==> config.mk <==
export PLATFORM = sky130hd
export DESIGN_NAME = i2s_frame_streamer
export DESIGN_NICKNAME = d
export VERILOG_FILES = /design/src/rtl/i2s_stream_pkg.sv /design/src/rtl/i2s_bit_shifter.sv /design/src/rtl/i2s_frame_streamer.sv
export SDC_FILE = /design/constraint.sdc
export NUM_CORES = 1
export LEC_CHECK = 0
export CAP_MARGIN = 20
export CORE_MARGIN = 10
export CORE_UTILIZATION = 44
export DETAILED_ROUTE_END_ITERATION = 12
export PLACE_DENSITY = 0.74
export SKIP_CTS_REPAIR_TIMING = 1
export SYNTH_ARGS = -nofsm -noshare
export SYNTH_HDL_FRONTEND = slang
export SYNTH_SLANG_ARGS = --single-unit
==> constraint.sdc <==
create_clock -name i2s_clk -period 6.67 [get_ports i2s_clk]
set_clock_uncertainty 0.05 [all_clocks]
set_input_delay 1.0005 -clock i2s_clk [delete_from_list [all_inputs] [get_ports i2s_clk]]
set_output_delay 1.0005 -clock i2s_clk [all_outputs]
set_load 0.01 [all_outputs]
==> src/rtl/i2s_stream_pkg.sv <==
// Shared constants, header layout, FSM encoding and header packing for the I2S row streamer.
package i2s_stream_pkg;

   localparam int HDR_W       = 16;
   localparam int WORD_W      = 16;
   localparam int ROW_W       = 6;
   localparam int IDX_W       = 8;
   localparam int HDR_X_LSB   = 12;
   localparam int HDR_Y_LSB   = 8;
   localparam int HDR_ROW_LSB = 0;

   typedef enum logic [1:0] {
      ST_IDLE    = 2'd0,
      ST_HEADER  = 2'd1,
      ST_PAYLOAD = 2'd2
   } st_e;

   typedef struct packed {
      logic [3:0] mod_x_m1;
      logic [3:0] mod_y_m1;
   } cfg_t;

   // Bits [7:6] are reserved and always sent as zero.
   function automatic logic [HDR_W-1:0] hdr_pack(input cfg_t c, input logic [ROW_W-1:0] row);
      logic [HDR_W-1:0] h;
      h = '0;
      h[HDR_X_LSB +: 4]       = c.mod_x_m1;
      h[HDR_Y_LSB +: 4]       = c.mod_y_m1;
      h[HDR_ROW_LSB +: ROW_W] = row;
      return h;
   endfunction

endpackage

==> src/rtl/i2s_bit_shifter.sv <==
// 16-bit parallel-load, left-shift register; the MSB is the serial output bit.
module i2s_bit_shifter
   import i2s_stream_pkg::*;
(
   input  logic              i2s_clk,
   input  logic              rst_n,
   input  logic              load,
   input  logic              shift,
   input  logic [WORD_W-1:0] din,
   output logic              msb
);

   logic [WORD_W-1:0] sr;

   always_ff @(posedge i2s_clk or negedge rst_n) begin
      if (!rst_n)     sr <= '0;
      else if (load)  sr <= din;
      else if (shift) sr <= {sr[WORD_W-2:0], 1'b0};
   end

   assign msb = sr[WORD_W-1];

endmodule

==> src/rtl/i2s_frame_streamer.sv <==
// Row-packet serializer: header + W payload words per row, with one-word prefetch from the frame buffer.
// Optional build macro I2S_STREAMER_TESTPAT_EN adds test_mode, which replaces fetched words with a pattern.
module i2s_frame_streamer
   import i2s_stream_pkg::*;
#(
   parameter int NUM_ROWS = 32,
   parameter int ADDR_W   = 14
) (
   input  logic              i2s_clk,
   input  logic              rst_n,
   input  logic              enable,
   input  logic [3:0]        cfg_mod_x_m1,
   input  logic [3:0]        cfg_mod_y_m1,
`ifdef I2S_STREAMER_TESTPAT_EN
   input  logic              test_mode,
`endif
   output logic              rd_en,
   output logic [ADDR_W-1:0] rd_addr,
   input  logic [WORD_W-1:0] rd_data,
   output logic              i2s_data,
   output logic              bit_valid,
   output logic              row_start,
   output logic              frame_done,
   output logic              busy
);

   st_e               state, state_nxt;
   cfg_t              cfg_q, cfg_in;
   logic [ROW_W-1:0]  row_q, row_inc;
   logic [11:0]       bit_cnt;
   logic [8:0]        words;
   logic [12:0]       pay_bits;
   logic [8:0]        nxt_idx;
   logic              word_end, last_pay, tpat_q;
   logic              start_row, row_adv, sh_load, sh_shift, sh_msb;
   logic [WORD_W-1:0] sh_din, pay_word;

   assign cfg_in   = '{mod_x_m1: cfg_mod_x_m1, mod_y_m1: cfg_mod_y_m1};
   assign words    = ({5'd0, cfg_q.mod_x_m1} + 9'd1) * ({5'd0, cfg_q.mod_y_m1} + 9'd1);
   assign pay_bits = {words, 4'h0};
   assign word_end = (bit_cnt[3:0] == 4'hF);
   assign last_pay = (state == ST_PAYLOAD) && (bit_cnt == 12'(pay_bits - 13'd1));
   assign row_inc  = (row_q == ROW_W'(NUM_ROWS - 1)) ? '0 : row_q + 1'b1;
   // Index of the word that follows the one currently on the wire.
   assign nxt_idx  = (state == ST_HEADER) ? 9'd0 : {1'b0, bit_cnt[11:4]} + 9'd1;
   assign pay_word = tpat_q ? {row_q, nxt_idx[IDX_W-1:0], 2'b01} : rd_data;

   always_ff @(posedge i2s_clk or negedge rst_n) begin
      if (!rst_n) state <= ST_IDLE;
      else        state <= state_nxt;
   end

   always_comb begin
      state_nxt = state;
      start_row = 1'b0;
      row_adv   = 1'b0;
      sh_load   = 1'b0;
      sh_shift  = 1'b0;
      sh_din    = '0;
      case (state)
         ST_IDLE: begin
            if (enable) begin
               state_nxt = ST_HEADER;
               start_row = 1'b1;
               sh_load   = 1'b1;
               sh_din    = hdr_pack(cfg_in, row_q);
            end
         end
         ST_HEADER: begin
            if (word_end) begin
               state_nxt = ST_PAYLOAD;
               sh_load   = 1'b1;
               sh_din    = pay_word;
            end else begin
               sh_shift  = 1'b1;
            end
         end
         ST_PAYLOAD: begin
            if (last_pay) begin
               row_adv = 1'b1;
               sh_load = 1'b1;
               if (enable) begin
                  state_nxt = ST_HEADER;
                  start_row = 1'b1;
                  sh_din    = hdr_pack(cfg_in, row_inc);
               end else begin
                  state_nxt = ST_IDLE;
               end
            end else if (word_end) begin
               sh_load = 1'b1;
               sh_din  = pay_word;
            end else begin
               sh_shift = 1'b1;
            end
         end
         default: state_nxt = ST_IDLE;
      endcase
   end

   // Bit counter restarts on every phase change; in IDLE it rests at zero.
   always_ff @(posedge i2s_clk or negedge rst_n) begin
      if (!rst_n) begin
         bit_cnt <= '0;
         row_q   <= '0;
         cfg_q   <= '0;
      end else begin
         if (state_nxt != state)     bit_cnt <= '0;
         else if (state != ST_IDLE)  bit_cnt <= bit_cnt + 12'd1;
         if (row_adv)   row_q <= row_inc;
         if (start_row) cfg_q <= cfg_in;
      end
   end

`ifdef I2S_STREAMER_TESTPAT_EN
   always_ff @(posedge i2s_clk or negedge rst_n) begin
      if (!rst_n)         tpat_q <= 1'b0;
      else if (start_row) tpat_q <= test_mode;
   end
`else
   assign tpat_q = 1'b0;
`endif

   i2s_bit_shifter u_shifter (
      .i2s_clk (i2s_clk),
      .rst_n   (rst_n),
      .load    (sh_load),
      .shift   (sh_shift),
      .din     (sh_din),
      .msb     (sh_msb)
   );

   // Shifter is loaded with zero on the way to IDLE, so its MSB is already gated.
   assign i2s_data   = sh_msb;
   assign busy       = (state != ST_IDLE);
   assign bit_valid  = busy;
   assign row_start  = (state == ST_HEADER) && (bit_cnt == 12'd0);
   assign frame_done = last_pay && (row_q == ROW_W'(NUM_ROWS - 1));
   assign rd_en      = busy && !tpat_q && (bit_cnt[3:0] == 4'hE) && (nxt_idx < words);
   assign rd_addr    = rd_en ? ADDR_W'({row_q, nxt_idx[IDX_W-1:0]}) : '0;

endmodule
==> qor.csv <==
metric,value,unit
outcome,"complete, no violations",
setup_viol,0,
cp_slowest_cell,fa_1,
layout_common_cells,"nor2_1, dfrtp_1, ha_1",
yosys.area.top_type,dfrtp_1,
ys_ff_latch,44,
root_buffer,clkbuf_8,
clk_pin_slew,90,ps
final_util,53.3,%
cp_num_buf_inv,3,
core_area,9110,um^2
die_w,116,um
finalMaxSlewViolations,0,
maxCapViolCount,0,
seq_area,1100,um^2
grt_pass1_wl,16.9,mm
path_cells,"ha_1, buf_4, xor2_2, nand2_1, fa_1, fa_1, inv_1, fa_1, ha_4, a21oi_1, a21oi_1, o21a_1, nor2_2, xor2_1, ha_1, a21o_1, a211o_4, nor4_1, dlymetal6s2s_1",
relSlewSlack,46.6,%
cts.sinks,44,
syn2layout_area_growth,19.3,%
ys_seq_area_share,27.0,%
core.rowCount,35,
post-route-min-period,6400,ps
grt_usage,15.3,%
routed_wl,10.5,mm
min_path_type,input pin to async pin,
final_common_cell,nor2_1,
worstSkewPairLatency,300,ps
antenna_left,0,
place_congestion,0.860,
grt.overflow.total,0,
start_util,44.7,%
viasPerCell,5.82,
die_y,116,um
dp_hpwl,7.75,mm
dieArea,13500,um^2
cts_buffer_depth,2,
synth_top_cell_area_share,27.0,%
diodes,0,
synthCells,465,
layout-drive-gt1-share,13.6,%
worstPathRequired,5620,ps
design_area,4860,um^2
htree_levels,2,
antenna_found_initial,0,
cts_tree,yes,
layout.nets,581,
fill_cells,823,
startpoint_type,register,
arrival,5350,ps
path_class,register to output port,
multiInputGateArea,2870,um^2
drc,0,
async_reset_ff_share,100,%
ys_types,60,
tightest_slew,801,ps
clock.fmax,156,MHz
synth_edf_count,0,
ys_top_cells_by_area,"dfrtp_1, ha_1, xnor2_1",
avgRoutedWirePerCell,16.9,um
drt-initial-drc-count,323,
syn_area_per_cell,8.76,um^2
min_period_over_period,96.0,%
grt_max_degree,45,
numCtsBuffers,5,
syn-cell-area,4070,um^2
synth_nets,538,
place_area,4600,um^2
hold_violations,0,
ys.flop_type,dfrtp_1,
worstSetupEndpointType,output port,
pin_count,47,
drt_pre_antenna_iters,5,
final.setup.tns,0,ps
ys_warn_count,0,
port_buffers,46,
via_count,3607,
worst_path_most_repeated_cell,fa_1,
cp_slowest_stage_delay,560,ps
crit_fanout,8,
grt_pass1_vias,3552,
crit_family,adder cells,
## logic make-up after synthesis
logic type	after synthesis	share of synthesized area, %
flops	44	27.0
mux	11	2.95
xor+xnor	49	11.3
simple gates	182	23.7
compound gates	85	14.2
buf+inv	48	5.22
fa+ha+maj	46	15.6
## flip-flops by register name (all words and copies together), names as in the netlist
| register | flops |
|---|---|
| cfg_q | 8 |
| u_shifter.sr | 16 |
| bit_cnt | 12 |
| state | 2 |
| row_q | 6 |
## cell usage after synthesis, drive strengths merged (3+ instances only)
cell type	number
nand2	25
a21oi	10
nand3	34
fa	8
nor4	9
nor2	56
dfrtp	44
nand4	5
mux2i	3
a31oi	13
buf	7
mux2	8
a22oi	4
xor2	18
clkbuf	17
nor4b	3
a21o	3
or2	3
o21ai	18
and3	6
xnor2	29
o21a	4
nor2b	5
a221oi	10
nor3	7
o22ai	11
ha	38
inv	24
and2	6
or3	5
nor3b	8
## per-stage QoR
step / cells / hold slack [ps] / worst slack, ps
2_1_floorplan: 465 / 418 / 476
3_3_place_gp: 606 / 438 / 124
3_5_place_dp: 606 / 439 / -32.2
4_1_cts: 614 / 458 / -396
5_1_grt: 620 / 443 / -50.8
6_report: 620 / 453 / 269
## area by class of cell
| cell class | count | area share, % |
|---|---|---|
| sequential | 44 | 22.7 |
| clock inverter | 3 | 0.953 |
| multi-input combinational | 374 | 59.1 |
| clock buffer | 5 | 1.42 |
| timing repair buffer | 59 | 11.2 |
| inverter | 24 | 1.85 |
| tap | 111 | 2.86 |
## path summary, 6_finish.rpt
check / from / endpoint / slack, ps / cells after the start
max: cfg_q[1] / rd_addr[7] / 270 / 19
min: rst_n / bit_cnt[4] / 450 / 1
min in group i2s_clk: u_shifter.sr[5] / u_shifter.sr[6] / 460 / 2
max reg2reg: cfg_q[1] / cfg_q[2] / 1210 / 16
min reg2reg: u_shifter.sr[5] / u_shifter.sr[6] / 460 / 2
max in group asynchronous: rst_n / u_shifter.sr[9] / 5660 / 2
## metal layers
metal  up-vias  GRT usage (%)  routed length (um)
li1       1751              -                   -
met1      1733           19.4                4540
met2       110           25.6                5220
met3        13           2.98                 528
met4         0           4.67                 173
met5         -              0                   0
## worst reg2reg max path, stage by stage, from the launching register on
cell	delay, ps
dfrtp_1	410
ha_1	200
buf_4	150
xor2_2	170
nand2_1	120
fa_1	530
fa_1	550
inv_1	50
fa_1	560
ha_4	230
xnor2_1	200
nor4_4	330
nand3_1	140
xnor3_2	490
and4bb_2	450
o21ai_4	350
mux2_2	390
Power is left out: the tool's default activity adds up to more than one toggle a clock period on the data nets, which glitch-free logic cannot reach.
